[src/rtl/clk_pkg.sv]
// Shared definitions for the clock divider: state encoding and reset ratio.
package clk_pkg;

   // Half-period (in clk_in cycles) used until software loads a ratio.
   localparam int unsigned CLK_RESET_HALF = 2;

   typedef enum logic [1:0] {
      ST_IDLE = 2'd0,
      ST_RUN  = 2'd1,
      ST_STOP = 2'd2
   } clk_state_e;

   // RUN and STOP both count as "generating"; only IDLE is quiet.
   function automatic logic is_active(input clk_state_e s);
      return (s != ST_IDLE);
   endfunction

endpackage

[src/rtl/clock_divider_half_cnt.sv]
// Half-period counter: counts 0..half-1, wraps to 0, flags the last count.
module half_cnt #(
   parameter int WIDTH = 8
) (
   input  logic             clk_in,
   input  logic             rst,
   input  logic             clr,
   input  logic             run,
   input  logic [WIDTH-1:0] half,
   output logic             term
);

   localparam logic [WIDTH-1:0] ONE = WIDTH'(1);

   logic [WIDTH-1:0] cnt_q;
   logic [WIDTH-1:0] cnt_d;

   // Terminal when the count reaches the last cycle of the half-period.
   assign term = (cnt_q == (half - ONE));

   // Next count: clear wins, otherwise advance and wrap on terminal.
   always_comb begin
      cnt_d = cnt_q;
      if (clr) begin
         cnt_d = '0;
      end else if (run) begin
         cnt_d = term ? '0 : (cnt_q + ONE);
      end
   end

   // Count register.
   always_ff @(posedge clk_in) begin
      if (rst) begin
         cnt_q <= '0;
      end else begin
         cnt_q <= cnt_d;
      end
   end

endmodule

[src/rtl/clock_divider.sv]
// Programmable 50%-duty clock divider with glitch-free ratio updates and
// graceful stop (a high phase always completes before the output parks low).
module clock_divider
   import clk_pkg::*;
#(
   parameter int WIDTH      = 8,
   parameter int RESET_HALF = CLK_RESET_HALF
) (
   input  logic             clk_in,
   input  logic             rst,
   input  logic             en,
   input  logic             div_load,
   input  logic [WIDTH-1:0] div_val,
   output logic             clk_out,
   output logic             tick,
   output logic             upd_pend,
   output logic             active
);

   localparam logic [WIDTH-1:0] ONE   = WIDTH'(1);
   localparam logic [WIDTH-1:0] RST_H = WIDTH'(RESET_HALF);

   clk_state_e       state_q, state_d;
   logic [WIDTH-1:0] half_q, half_d;
   logic [WIDTH-1:0] pend_q, pend_d;
   logic             pend_vld_q, pend_vld_d;
   logic             clk_q, clk_d;
   logic             tick_q, tick_d;

   logic             cnt_clr;
   logic             cnt_run;
   logic             cnt_term;
   logic             enter_idle;
   logic             rise;
   logic [WIDTH-1:0] load_val;

   // A zero ratio would never terminate; treat it as the fastest ratio.
   assign load_val = (div_val == '0) ? ONE : div_val;

   half_cnt #(
      .WIDTH (WIDTH)
   ) u_half_cnt (
      .clk_in (clk_in),
      .rst    (rst),
      .clr    (cnt_clr),
      .run    (cnt_run),
      .half   (half_q),
      .term   (cnt_term)
   );

   // Next-state, output level and ratio bookkeeping.
   always_comb begin
      state_d    = state_q;
      half_d     = half_q;
      pend_d     = pend_q;
      pend_vld_d = pend_vld_q;
      clk_d      = clk_q;
      tick_d     = 1'b0;
      cnt_clr    = 1'b0;
      cnt_run    = 1'b0;
      enter_idle = 1'b0;
      rise       = 1'b0;

      case (state_q)
         ST_IDLE: begin
            cnt_clr = 1'b1;
            clk_d   = 1'b0;
            if (div_load) begin
               half_d = load_val;
            end
            if (en) begin
               state_d = ST_RUN;
            end
         end

         ST_RUN: begin
            if (!en && !clk_q) begin
               // Low phase can be cut short safely: output is already low.
               state_d    = ST_IDLE;
               cnt_clr    = 1'b1;
               enter_idle = 1'b1;
            end else begin
               cnt_run = 1'b1;
               if (cnt_term) begin
                  clk_d = ~clk_q;
               end
               if (!en) begin
                  state_d = ST_STOP;
               end
            end
         end

         ST_STOP: begin
            if (clk_q) begin
               // Finish the high phase at full length, then fall.
               cnt_run = 1'b1;
               if (cnt_term) begin
                  clk_d = 1'b0;
               end
            end else begin
               state_d    = ST_IDLE;
               cnt_clr    = 1'b1;
               enter_idle = 1'b1;
            end
         end

         default: begin
            state_d = ST_IDLE;
            cnt_clr = 1'b1;
            clk_d   = 1'b0;
         end
      endcase

      rise   = ~clk_q & clk_d;
      tick_d = rise;

      // While generating, new ratios are held and only applied on a rising
      // edge (or on the way back to IDLE) so no phase is ever truncated.
      if (state_q != ST_IDLE) begin
         if (enter_idle) begin
            if (div_load) begin
               half_d = load_val;
            end else if (pend_vld_q) begin
               half_d = pend_q;
            end
            pend_vld_d = 1'b0;
         end else begin
            if (rise && pend_vld_q) begin
               half_d     = pend_q;
               pend_vld_d = 1'b0;
            end
            if (div_load) begin
               pend_d     = load_val;
               pend_vld_d = 1'b1;
            end
         end
      end
   end

   // State and output registers; reset overrides every input.
   always_ff @(posedge clk_in) begin
      if (rst) begin
         state_q    <= ST_IDLE;
         half_q     <= RST_H;
         pend_q     <= '0;
         pend_vld_q <= 1'b0;
         clk_q      <= 1'b0;
         tick_q     <= 1'b0;
      end else begin
         state_q    <= state_d;
         half_q     <= half_d;
         pend_q     <= pend_d;
         pend_vld_q <= pend_vld_d;
         clk_q      <= clk_d;
         tick_q     <= tick_d;
      end
   end

   assign clk_out  = clk_q;
   assign tick     = tick_q;
   assign upd_pend = pend_vld_q;
   assign active   = is_active(state_q);

endmodule

[config.mk]
export PLATFORM = sky130hd
export DESIGN_NAME = clock_divider
export DESIGN_NICKNAME = d
export VERILOG_FILES = /design/src/rtl/clk_pkg.sv /design/src/rtl/clock_divider_half_cnt.sv /design/src/rtl/clock_divider.sv
export SDC_FILE = /design/constraint.sdc
export NUM_CORES = 1
export LEC_CHECK = 0
export CAP_MARGIN = 40
export CORE_UTILIZATION = 54
export CTS_CLUSTER_SIZE = 10
export DETAILED_ROUTE_END_ITERATION = 8
export PLACE_DENSITY = 0.75
export SYNTH_ARGS = -nofsm -noshare
export SYNTH_HDL_FRONTEND = slang
export SYNTH_SLANG_ARGS = --single-unit
[constraint.sdc]
create_clock -name clk_in -period 4.5 [get_ports clk_in]
set_input_delay 0.9 -clock clk_in [delete_from_list [all_inputs] [get_ports clk_in]]
set_output_delay 0.9 -clock clk_in [all_outputs]
set_load 0.01 [all_outputs]
# Yosys cells after proc, flatten, opt, wreduce, memory -nomap -nowiden
# Index checks and enable logic that the tools add are counted.
[word_totals] elab_cells=59 reg_bits=29 input_bits=12 output_inout_bits=4
[classes] n_eq_ne=6 reduce_logical=12 n_mux=29 addsub=2 bitwise_logic=3
[ops] cell="two-way mux 8 bit" n=9
[ops] cell="two-way mux 1 bit" n=11
[ops] cell="adder 8 x 1 -> 8 bit, second input constant" n=1
[ops] cell="== test 8 bit" n=1
[ops] cell="logical NOT 8 bit" n=1
[ops] cell="two-way mux 2 bit" n=4
[ops] cell="one-hot mux 1 bit (2 select lines)" n=4
[ops] cell="subtractor 8 x 1 -> 8 bit, second input constant" n=1
[ops] cell="one-hot mux 2 bit (3 select lines)" n=1
[ops] cell="AND reduction 3 bit" n=2
[ops] cell="inequality test 2 bit, second input constant" n=2
[ops] cell="inequality test 3 bit, second input constant" n=1
[ops] cell="nonzero test 3 bit" n=1
[ops] cell="== test 2 x 1 -> 1 bit, second input constant" n=1
[ops] cell="== test 2 bit, second input constant" n=1
[ops] cell="logical AND 1 bit" n=2
[ops] cell="logical NOT 1 bit" n=2
[ops] cell="logical NOT 2 bit" n=1
[ops] cell="NOT 1 bit" n=2
[ops] cell="AND reduction 2 bit" n=1
[ops] cell="nonzero test 2 bit" n=1
[ops] cell="OR reduction 2 bit" n=1
[ops] cell="AND 1 bit" n=1

# Longest topological paths before layout
[logic_depth] word_depth=10 ltp_mapped=13 mapped_depth_nobuf=13

# Modules after synthesis
# From an unflattened synthesis, not the netlist that was laid out.
[unflattened] cells_unflattened=229 hier_area_um2=2004.4
[modules_own_cells] module="clock_divider" n_inst=1 area_each_um2=1380.1 seq_area_each_um2=420.4 cells_per_inst=157
[modules_own_cells] module="half_cnt" n_inst=1 area_each_um2=624.3 seq_area_each_um2=160.2 cells_per_inst=72

# Least setup slack after synthesis
# Ideal clock, no wire load.
[synth_path] path_type="reg-to-reg" startpoint="reg half_q[3]" endpoint="reg half_q[1]" synth_period_minus_slack_ps=3301 path_buffers=1 arrival_time_ps=3185 setup_ps=116 setup_slack_ps=1199 stages_incl_launch_ff=11 required_time_ps=4384 cell_sequence="dfxtp_1 buf_6 or3_4 or3_4 a2111oi_4 inv_1 ha_1 o21ai_0 nand3_1 or3_1 a31o_2"
[synth_via] elab_chain_len=10 word_cells_on_any_way=12 cone_classes="1 x add/sub; 1 x eq/ne; 8 x mux; 1 x bitwise; 1 x reduce/logical"
[synth_lines] item="start: declaration" line_no="clock_divider.sv:24" source="logic [WIDTH-1:0] half_q, half_d;"
[synth_lines] item="start signal: assignment" line_no="clock_divider.sv:151" source="half_q <= half_d;"
[synth_lines] item="subtractor 8 x 1 -> 8 bit (*)" line_no="clock_divider_half_cnt.sv:19" source="assign term = (cnt_q == (half - ONE));"
[synth_lines] item="== test 8 bit (*)" line_no="clock_divider_half_cnt.sv:19"
[synth_lines] item="two-way mux 1 bit (on tied branches)" line_no="clock_divider.sv:97, clock_divider.sv:84"
[synth_lines] item="two-way mux 1 bit (on tied branches)" line_no="clock_divider.sv:94, clock_divider.sv:77"
[synth_lines] item="one-hot mux 1 bit (2 select lines) (*)" line_no="clock_divider.sv:64" source="case (state_q)"
[synth_lines] item="AND 1 bit (*)" line_no="clock_divider.sv:114" source="rise = ~clk_q & clk_d;"
[synth_lines] item="logical AND 1 bit (*)" line_no="clock_divider.sv:128" source="if (rise && pend_vld_q) begin"
[synth_lines] item="two-way mux 8 bit (*)" line_no="clock_divider.sv:128"
[synth_lines] item="two-way mux 8 bit (*)" line_no="clock_divider.sv:120" source="if (enter_idle) begin"
[synth_lines] item="two-way mux 8 bit (*)" line_no="clock_divider.sv:119" source="if (state_q != ST_IDLE) begin"
# Mark *: on every way between the ends. The rest lies on a longest branch, timed or not.
# A chain may end at the register's enable or synchronous reset.

# Final worst setup path
[layout_path] startpoint="reg half_q[0]" endpoint="reg half_q[0]"
[layout_via] elab_chain_len=10 word_cells_on_any_way=16 cone_classes="1 x add/sub; 1 x eq/ne; 12 x mux; 1 x bitwise; 1 x reduce/logical"
[layout_lines] item="subtractor 8 x 1 -> 8 bit" line_no="clock_divider_half_cnt.sv:19"
[layout_lines] item="== test 8 bit" line_no="clock_divider_half_cnt.sv:19"
[layout_lines] item="two-way mux 1 bit (on tied branches)" line_no="clock_divider.sv:97, clock_divider.sv:84"
[layout_lines] item="two-way mux 1 bit (on tied branches)" line_no="clock_divider.sv:94, clock_divider.sv:77"
[layout_lines] item="one-hot mux 1 bit (2 select lines)" line_no="clock_divider.sv:64"
[layout_lines] item="AND 1 bit" line_no="clock_divider.sv:114"
[layout_lines] item="logical AND 1 bit" line_no="clock_divider.sv:128"
[layout_lines] item="two-way mux 8 bit" line_no="clock_divider.sv:128"
[layout_lines] item="two-way mux 8 bit" line_no="clock_divider.sv:120"
[layout_lines] item="two-way mux 8 bit (*)" line_no="clock_divider.sv:119"
# Marked as above.

==> run_results.csv <==
group,metric,value,unit
status,outcome,"completed",
worst_setup_path,cpPeakStageDelay,0.64,ns
clock_network,cts_tree,"done",
clock_network,cts_buffer_depth,2,
die,io_pins,16,
die,die_h,61.3,µm
worst_setup_path,cp_slowest_cell,"a2111oi_4",
final_layout,n_antenna_cell,0,
die,die_x,61.3,µm
timing,fmax,0.260,GHz
worst_setup_path,critPathLaunchType,"flop",
final_layout,final_cell_area,2120,µm²
clock_network,clkLatencyLatePin,0.33,ns
final_layout,drive_gt1_share,12.0,%
global_routing,grt.busiest_layer,"met2",
yosys,synth-seq-cells,29,
clock_network,post-cts-setup-buffers,0,
global_routing,grt_max_degree,23,
placement,dp_hpwl,3170,µm
yosys,synth_edf_count,0,
final_layout,fillers,301,
power,ir_worst_vdd,0.000209,V
timing,worst_pin_slew,0.807,ns
global_routing,grt_overflow,0,
worst_setup_path,critPathArrivalTime,4.06,ns
worst_hold_path,min_path_type,"reg2reg",
timing,maxSlewViolCount,0,
yosys,syn_inst,213,
route,drtIter0Drc,104,
clock_network,htreeDepth,2,
worst_setup_path,worstPathRequired,4.71,ns
timing,hold_ws,0.484,ns
worst_setup_path,critical_path_class,"reg2reg",
global_routing,antenna_found_initial,0,
yosys,ys_seq_area_share,30.6,%
flow_run,drv_cap,0,
clock_network,cts.clk_slew.worst_paths,0.09,ns
route,firstDrtPassIters,4,
worst_setup_path,crit_chain,"inv_1 > ha_1 > nor3b_1 > xnor2_1 > o2111ai_1 > a2111oi_4 > inv_1 > ha_1 > o21ai_0 > nand3_1 > a21o_1 > a2111oi_0",
clock_network,post_cts_resized,0,
worst_setup_path,critPathMaxFanout,9,
global_routing,use_met2,42.2,%
timing,rsz0062_at_grt,"false",
route,vias_per_cell,6.18,
timing,finalClockSkew,0.0113,ns
route,drc,0,
route,wl_per_cell,15.8,µm
yosys,synth_top_cells_by_area,"dfxtp_1 (31%), mux2i_1 (11%), mux2_2 (5.9%), ha_1 (4.6%), xnor2_1 (4.6%)",
yosys,yosys_warnings,0,
yosys,syn_area,1900,µm²
final_layout,nNetsFinal,244,
power,power.density,321,nW/µm²
final_layout,area_growth,11.8,%
timing,setup-violations-final,0,
die,core.rowCount,21,
timing,fin_setup_tns,0,ns
final_layout,utilization,63.1,%
yosys,synth_compound_gate_area_share,20.4,%
placement,place_area,2070,µm²
yosys,synth_fa_ha_area_share,4.61,%
timing,period_share,85.4,%
route,drt_wl_total,4290,µm
route,drtAntennaViolNets,0,
placement,portBuffers,15,
die,fp.coreArea,3360,µm²
clock_network,ctsHoldBuffers,0,
route,vias,1676,
yosys,syn_area_per_cell,8.92,µm²
timing,fin_crit,3.84,ns
global_routing,grt.met1_usage,32.4,%
yosys,synth_fp_nets,232,
yosys,yosysTopAreaCell,"dfxtp_1",
clock_network,cts_sinks,29,
yosys,yosysTopAreaCellShare,30.6,%
placement,gp_congestion,0.884,
global_routing,grt_pass1_vias,1573,
yosys,yosys.area_share.xor_xnor,6.46,%
yosys,synth_cell_types,47,
yosys,synthFlopType,"dfxtp_1",
die,initial_core_util,56.5,%
clock_network,cts_buffers,5,
global_routing,grt_pass1_wl,7040,µm
clock_network,cts-root-buf,"clkbuf_4",
global_routing,grtUsageMet3,6.93,%
yosys,synthMuxAreaShare,17.0,%
timing,hold_viol,0,
yosys,synthSimpleGateAreaFrac,16.3,%
timing,max-slew-margin-rel,46.0,%
worst_setup_path,end_kind,"flop",
die,die-area,3760,µm²
power,p_leak,0.791,nW
global_routing,grtUsageTotal,25.7,%
yosys,async_flop_share,0,%
power,power,0.000682,W
yosys,synth_top_family_by_area,"compound AO/OA/AOI/OAI gates",
cell type report:
type	count	area [µm²]	share of cell area [%]
multi-input cells	163	1230	58.0
flip-flops and latches	29	581	27.3
repair buffers	17	165	7.78
well taps	46	57.6	2.71
clock buffers	7	55.1	2.59
inverters	9	33.8	1.59
placed cells by master (no fill, tap or decap), drive strengths merged, types with 5 or more instances in the layout:
master	synthesis	layout
dfxtp	29	29
mux2i	21	21
nand2	16	16
nor2	15	15
clkdlybuf4s50	0	15
xnor2	10	10
mux2	10	10
inv	9	9
o21ai	7	7
nand3	7	7
a21oi	7	7
a211oi	7	7
ha	7	7
clkbuf	9	7
a221oi	5	5
or3	5	5
routing by layer:
layer	wire length, µm	vias up
li1	-	818
met1	1960	771
met2	2030	67
met3	170	20
met4	134	0
met5	0	-
metrics by stage:
stage / instances / worst slack, ns
final: 271 / 0.656
after global routing: 271 / 0.137
after CTS: 271 / 0.652
after detailed placement: 264 / 0.687
after global placement: 264 / 0.913
after floorplan: 213 / 1.20
sequential cells by signal, summed over array words and instances, names as in the netlist:
| register | count |
|---|---|
| u_half_cnt.cnt_q | 8 |
| clk_out | 1 |
| pend_q | 8 |
| state_q | 2 |
| tick | 1 |
| half_q | 8 |
| upd_pend | 1 |
worst max-delay path: cells and delay by family (launching register included):
| kind | cells | cell delay [ns] |
|---|---|---|
| buf+inv | 2 | 0.18 |
| fa+ha+maj | 2 | 0.52 |
| simple gates | 2 | 0.63 |
| compound gates | 5 | 1.87 |
| xor+xnor | 1 | 0.17 |
| flops | 1 | 0.37 |
path summary, 6_finish.rpt:
| path | slack, ns | from | cells past startpoint | endpoint |
|---|---|---|---|---|
| hold reg to reg | 0.48 | state_q[1] | 2 | state_q[1] |
| setup reg to reg | 0.66 | half_q[0] | 12 | half_q[0] |
| hold / removal | 0.48 | state_q[1] | 2 | state_q[1] |
| setup / recovery | 0.66 | half_q[0] | 12 | half_q[0] |
synthesized netlist by cell type, types with 2 or more instances:
cell / number
a2111oi_0: 2
a211oi_1: 7
a21o_1: 2
a21oi_1: 7
a221oi_1: 4
a31oi_1: 2
and3b_1: 2
clkbuf_1: 9
dfxtp_1: 29
ha_1: 7
inv_1: 9
mux2_2: 10
mux2i_1: 21
nand2_1: 16
nand3_1: 7
nor2_1: 15
nor2b_1: 3
nor3_1: 4
nor4_1: 2
o211ai_1: 2
o21ai_0: 7
o22ai_1: 4
o31ai_1: 3
or3_1: 2
or3_4: 3
xnor2_1: 10
xor2_1: 4
kinds of logic after synthesis:
family	after synthesis
AND/OR/NAND/NOR	60
AO/OA/AOI/OAI	51
multiplexers	31
flip-flops	29
buffers and inverters	21
XOR/XNOR	14
adder cells (fa/ha/maj)	7
power by group:
part	switching, W	internal (W)	total [W]
clock network	0.0000878	0.0000736	0.000161
logic	0.000116	0.000103	0.000218
registers	0.0000273	0.000275	0.000302
total	0.000231	0.000451	0.000682
Note: power is estimated with default switching activity, not from simulation.
